[config.mk]
export PLATFORM = sky130hd
export DESIGN_NAME = assoc_lookup_unit
export DESIGN_NICKNAME = d
export VERILOG_FILES = /design/src/rtl/assoc_lookup_unit.sv
export SDC_FILE = /design/constraint.sdc
export NUM_CORES = 1
export LEC_CHECK = 0
export ABC_AREA = 1
export BUFFER_PORTS_ARGS = -buffer_cell sky130_fd_sc_hd__buf_2
export CAP_MARGIN = 10
export CELL_PAD_IN_SITES_DETAIL_PLACEMENT = 0
export CELL_PAD_IN_SITES_GLOBAL_PLACEMENT = 2
export CORE_UTILIZATION = 34
export DETAILED_ROUTE_END_ITERATION = 7
export PLACE_DENSITY = 0.86
export SYNTH_ARGS = -nofsm -noshare
export SYNTH_HDL_FRONTEND = slang
export SYNTH_SLANG_ARGS = --single-unit
[constraint.sdc]
create_clock -name clk -period 1.9 [get_ports clk]
set_input_delay 0.285 -clock clk [delete_from_list [all_inputs] [get_ports clk]]
set_output_delay 0.285 -clock clk [all_outputs]
set_load 0.01 [all_outputs]
[src/rtl/assoc_lookup_unit.sv]
// ---------------------------------------------------------------------------
// assoc_lookup_unit
//   Small associative (key -> data) table with N = 2**NUM_DATA_LOG2 entries.
//   Commands arrive as raw level lines and are edge-detected; write, delete
//   and lookup are executed by a sequential scan (one entry per cycle)
//   followed by a single commit cycle. Clear is immediate from any state.
//
// Ports
//   clk          in   clock, all state changes on the rising edge
//   sync_reset   in   synchronous active-high reset
//   cmd_input    in   [0]=write [1]=lookup [2]=delete [3]=clear (levels)
//   key_input    in   command key
//   data_input   in   write data
//   data_output  out  data of the last successful lookup
//   data_valid   out  data_output holds a valid lookup result
//   hit          out  last committed command found its key
//   error        out  one-cycle pulse on a failed command
//   busy         out  FSM not idle
//   count        out  number of valid entries (0..N)
//   full         out  count == N
// ---------------------------------------------------------------------------
module assoc_lookup_unit #(
   parameter int unsigned KEY_WIDTH     = 4,
   parameter int unsigned DATA_WIDTH    = 2,
   parameter int unsigned NUM_DATA_LOG2 = 3,
   parameter bit          REPLACE_EN    = 1'b1
) (
   input  logic                     clk,
   input  logic                     sync_reset,
   input  logic [3:0]               cmd_input,
   input  logic [KEY_WIDTH-1:0]     key_input,
   input  logic [DATA_WIDTH-1:0]    data_input,
   output logic [DATA_WIDTH-1:0]    data_output,
   output logic                     data_valid,
   output logic                     hit,
   output logic                     error,
   output logic                     busy,
   output logic [NUM_DATA_LOG2:0]   count,
   output logic                     full
);

   localparam int unsigned N = 1 << NUM_DATA_LOG2;

   typedef enum logic [1:0] {S_IDLE, S_SCAN, S_COMMIT} state_e;
   typedef enum logic [1:0] {OP_WRITE, OP_DELETE, OP_LOOKUP} op_e;

   // Table storage; keys/data are qualified by valid_q so they need no reset.
   logic [N-1:0]            valid_q;
   logic [KEY_WIDTH-1:0]    key_q  [N];
   logic [DATA_WIDTH-1:0]   data_q [N];

   state_e                  state_q;
   op_e                     op_q;
   logic [KEY_WIDTH-1:0]    key_l_q;
   logic [DATA_WIDTH-1:0]   data_l_q;
   logic [NUM_DATA_LOG2-1:0] idx_q;
   logic                    match_q;
   logic [NUM_DATA_LOG2-1:0] match_idx_q;
   logic                    free_q;
   logic [NUM_DATA_LOG2-1:0] free_idx_q;
   logic [NUM_DATA_LOG2-1:0] rr_q;
   logic [NUM_DATA_LOG2:0]  count_q;

   logic [DATA_WIDTH-1:0]   data_out_q;
   logic                    data_valid_q;
   logic                    hit_q;
   logic                    error_q;

   logic [3:0]              cmd_prev_q;
   logic [3:0]              cmd_pulse;

   assign cmd_pulse = cmd_input & ~cmd_prev_q;

   always_ff @(posedge clk) begin
      if (sync_reset) begin
         valid_q      <= '0;
         state_q      <= S_IDLE;
         op_q         <= OP_LOOKUP;
         key_l_q      <= '0;
         data_l_q     <= '0;
         idx_q        <= '0;
         match_q      <= 1'b0;
         match_idx_q  <= '0;
         free_q       <= 1'b0;
         free_idx_q   <= '0;
         rr_q         <= '0;
         count_q      <= '0;
         data_out_q   <= '0;
         data_valid_q <= 1'b0;
         hit_q        <= 1'b0;
         error_q      <= 1'b0;
         cmd_prev_q   <= '0;
      end else begin
         cmd_prev_q <= cmd_input;
         error_q    <= 1'b0;
         if (cmd_pulse[3]) begin
            // Clear overrides everything, including a scan in flight.
            valid_q      <= '0;
            count_q      <= '0;
            rr_q         <= '0;
            data_valid_q <= 1'b0;
            hit_q        <= 1'b0;
            state_q      <= S_IDLE;
         end else begin
            unique case (state_q)
               S_IDLE: begin
                  if (|cmd_pulse[2:0]) begin
                     op_q     <= cmd_pulse[0] ? OP_WRITE :
                                 (cmd_pulse[2] ? OP_DELETE : OP_LOOKUP);
                     key_l_q  <= key_input;
                     data_l_q <= data_input;
                     idx_q    <= '0;
                     match_q  <= 1'b0;
                     free_q   <= 1'b0;
                     state_q  <= S_SCAN;
                  end
               end
               S_SCAN: begin
                  if (valid_q[idx_q] && (key_q[idx_q] == key_l_q)) begin
                     match_q     <= 1'b1;
                     match_idx_q <= idx_q;
                     state_q     <= S_COMMIT;
                  end else begin
                     // First invalid slot seen is the lowest free index.
                     if (!valid_q[idx_q] && !free_q) begin
                        free_q     <= 1'b1;
                        free_idx_q <= idx_q;
                     end
                     if (idx_q == NUM_DATA_LOG2'(N - 1)) begin
                        state_q <= S_COMMIT;
                     end else begin
                        idx_q <= idx_q + 1'b1;
                     end
                  end
               end
               S_COMMIT: begin
                  hit_q   <= match_q;
                  state_q <= S_IDLE;
                  unique case (op_q)
                     OP_WRITE: begin
                        if (match_q) begin
                           data_q[match_idx_q] <= data_l_q;
                        end else if (free_q) begin
                           valid_q[free_idx_q] <= 1'b1;
                           key_q[free_idx_q]   <= key_l_q;
                           data_q[free_idx_q]  <= data_l_q;
                           count_q             <= count_q + 1'b1;
                        end else if (REPLACE_EN) begin
                           // Full table: victim is the round-robin slot; rr_q wraps mod N.
                           key_q[rr_q]  <= key_l_q;
                           data_q[rr_q] <= data_l_q;
                           rr_q         <= rr_q + 1'b1;
                        end else begin
                           error_q <= 1'b1;
                        end
                     end
                     OP_DELETE: begin
                        if (match_q) begin
                           valid_q[match_idx_q] <= 1'b0;
                           count_q              <= count_q - 1'b1;
                        end else begin
                           error_q <= 1'b1;
                        end
                     end
                     OP_LOOKUP: begin
                        if (match_q) begin
                           data_out_q   <= data_q[match_idx_q];
                           data_valid_q <= 1'b1;
                        end else begin
                           data_valid_q <= 1'b0;
                           error_q      <= 1'b1;
                        end
                     end
                     default: state_q <= S_IDLE;
                  endcase
               end
               default: state_q <= S_IDLE;
            endcase
         end
      end
   end

   assign data_output = data_out_q;
   assign data_valid  = data_valid_q;
   assign hit         = hit_q;
   assign error       = error_q;
   assign busy        = (state_q != S_IDLE);
   assign count       = count_q;
   assign full        = (count_q == (NUM_DATA_LOG2 + 1)'(N));

endmodule

==> summary.md <==
| Metric | Value |
|---|---|
| Outcome | finished, violations left |
| Failing checks | negative setup slack |
| Slew headroom | between 60% and 70% |
| Synthesized area | roughly 4400 sq um |
| RR Startpoint | state_q[1] |
| Die Span X | 116 um |
| Setup slack, reg-to-reg | -110 ps |
| Syn. warnings | 0 |
| Worst Hold Class | primary input to register |
| Port bufs | 22 |
| Synthesized area per cell | between 8 and 9 sq um |
| Die Ht | 116 um |
| Max Root-Sink Buffers | 2 |
| Max-slew violation count | 0 |
| Ys flop type | edfxtp_1 |
| Worst skew pair latency | between 300 and 400 ps |
| Clk root buf | clkbuf_16 |
| Clock transition at path regs | roughly 70 ps |
| EDFF count, synth | 48 |
| Final setup margin | -109 ps |
| Worst-Margin Slew | 548 ps |
| CTS sink cnt | 96 |
| Largest net degree at the start of global routing | 20 |
| Sequential Area | between 2000 and 2500 sq um |
| Cell variety after synth | 39 |
| Syn nets | around 550 |
| Top cell type's share of synthesized area | 32.5% |
| Critical path type | register to register |
| TritonRoute pass-1 iters | 4 |
| Initial Utilization | 35.0% |
| Power Dens Cells | 826 nW/um^2 |
| Async set-reset flop share out of synthesis | 0% |
| Antenna diodes | 0 |
| Total gr overflow | 0 |
| Top cell type by total area after synthesis | edfxtp_1 |
| Most common cell in the synthesized netlist | nand2_1 |
| Synth top cells by count | 99 x nand2_1, 86 x inv_1, 66 x nor2_1, 48 x dfxtp_1, 48 x edfxtp_1 |
| Worst r2r path cells | 13 |
| TritonCTS clock tree | done |
| Area growth, synth to finish | 32.6% |
| Hold_ws | 140 ps |
| Final Hold Vio Count | 0 |
| Top cells by area, synth | edfxtp_1 32%, dfxtp_1 22%, nand2_1 8.4% |
| Fillers | around 1300 |
| GRT Overall Usage | about 17% |
| Worst Hold Endpoint | cmd_prev_q[0] |
| Final #Nets | 641 |
| Synth Instances | around 530 |
| Worst-path maximum fanout | 4 |
| Max Clock Freq | 0.498 GHz |
| Unrepaired setup endpoints after global routing | true |
| Leak | 0.00252 uW |
| FF-to-FF End | key_q[6][2] |
| Max Cap Violations | 0 |
| DPL Wire Length | 8430 um |
| Hold Path Cell Cnt | 3 |
| Share of cells above drive strength 1 | 30.2% |
| H-tree depth | 3 |
| Detail Route Antenna Nets | 0 |
| Total CTS buffers | 9 |
| Core area | 12700 sq um |
| Die ar. | roughly 14000 sq um |
| First-pass GRT wire length | 17500 um |
| Worst Hold Launch | cmd_input[0] |
| Maximum vdd drop | 0.000446 V |
| DR iter-0 viols | 141 |
| Crit path time final | 2010 ps |
| Total number of vias | 3773 |
| Crit end category | register |
| WP data arrival | 2080 ps |
| Final period util | 106% |
| CP startpoint kind | register |
| WL per Instance | 14.1 um |
| Final GP Congestion | 0.795 |
| DRC viols | 0 |
| I/O pin cnt | 23 |
| Multi-input logic area | 1920 sq um |
| Std cell rows | 41 |
| Total wire length | 11300 um |
| Power, Total | 4870 uW |
| Setup Viol. Count Final | 48 |
| WP data required | 1970 ps |
| Final TNS setup | -3730 ps |
| Sequential share of the synthesized area | 54.1% |
| Vias in the first global route | 3488 |
| Clock skew | 9.29 ps |
| Initial antenna violation count | 0 |
| Flops & latches, synth | 96 |
| Vias per Instance | 4.73 |
## routing by layer
layer / vias up / part of all wire (%) / global-route usage (%)
li1: 1929 / - / -
met1: 1771 / 46 / 21.9
met2: 52 / 50 / 29.3
met3: 21 / 2.2 / 3.27
met4: 0 / 2.5 / 6.07
met5: - / 0 / 0
## where the power goes
part           switching [uW]  total, uW  internal [uW]  leakage [uW]
logic                     453        763            311       0.00154
registers                60.0       2310           2250      0.000833
clock network             864       1800            932      0.000144
## state kept, by name, summed over array words and instances (netlist names), named ones only
register	flops
valid_q	8
hit	1
match_q	1
rr_q	3
idx_q	3
state_q	2
data_valid	1
key_q	32
data_output	2
count	4
match_idx_q	3
key_l_q	4
error	1
free_q	1
data_l_q	2
data_q	16
op_q	2
free_idx_q	3
cmd_prev_q	4
## metrics by stage
step	cells	utilization, %	setup WS, ps	area [sq um]
2_1_floorplan	528	-	-88.3	4470
3_3_place_gp	773	41.1	-193	5200
3_5_place_dp	773	41.1	-241	5200
4_1_cts	793	44.2	-110	5610
5_1_grt	797	46.5	-245	5890
6_report	797	46.5	-109	5890
## cells by family after synthesis
kind of cell,share of synthesized area (%)
adder cells (fa/ha/maj),2.71
AND/OR/NAND/NOR,23.0
AO/OA/AOI/OAI,10.9
flip-flops,54.1
buffers and inverters,9.07
XOR/XNOR,0.197
## final cells by class
| class | instances | share of cell area [%] |
|---|---|---|
| flip-flops and latches | 96 | 40.9 |
| well taps | 172 | 3.66 |
| repair buffers | 93 | 11.9 |
| multi-input cells | 329 | 32.6 |
| inverters | 91 | 5.91 |
| clock inverters | 7 | 1.19 |
| clock buffers | 9 | 3.83 |
## layout by cell type (no fill, tap or decap), types with 3 or more instances in the layout
cell	instances
inv_8	4
clkbuf_16	10
a41oi_1	3
buf_4	62
nor2_2	8
buf_6	7
dfxtp_2	3
ha_1	6
o21ai_0	24
edfxtp_1	48
nand4_1	6
inv_1	82
a21oi_1	35
o211ai_1	3
o22ai_1	3
dfxtp_1	44
nand2_2	16
nor3_1	8
nand3_2	14
nand3_1	28
inv_2	7
nor2_4	16
nor2_1	45
a211oi_1	6
buf_2	22
o21ai_1	3
nand2_1	85
## worst max-delay path, cell delays in order (launching register included)
cell and delay (ps):
dfxtp_2 340, inv_2 50, nor2_4 80, inv_2 60, nor2_4 100, inv_2 60
nor3_4 140, nand2_2 100, or2_4 250, o21ai_2 70, nand4_1 110, buf_6 170
nor2_4 80, buf_6 110
## how the worst max path moves through the flow
stage	startpoint	to	slack, ps	cells past startpoint
2_1_floorplan	state_q[1]	data_q[2][0]	-90	13
3_3_place_gp	op_q[0]	key_q[6][1]	-190	10
3_5_place_dp	op_q[0]	key_q[2][3]	-240	10
4_1_cts	state_q[1]	key_q[3][1]	-110	13
5_1_grt	state_q[1]	data_q[2][1]	-240	12
6_report	state_q[1]	key_q[6][2]	-110	13
## timing repair
item                                    in CTS  in global routing
pin swaps                                    8                 19
endpoints found under the hold margin        0                  0
endpoints found under the setup margin      59                 67
hold buffers                                 0                  0
gates cloned                                 0                  2
resized for setup                           23                 67
setup buffers                                4                  4
(Power assumes the default switching activity.)
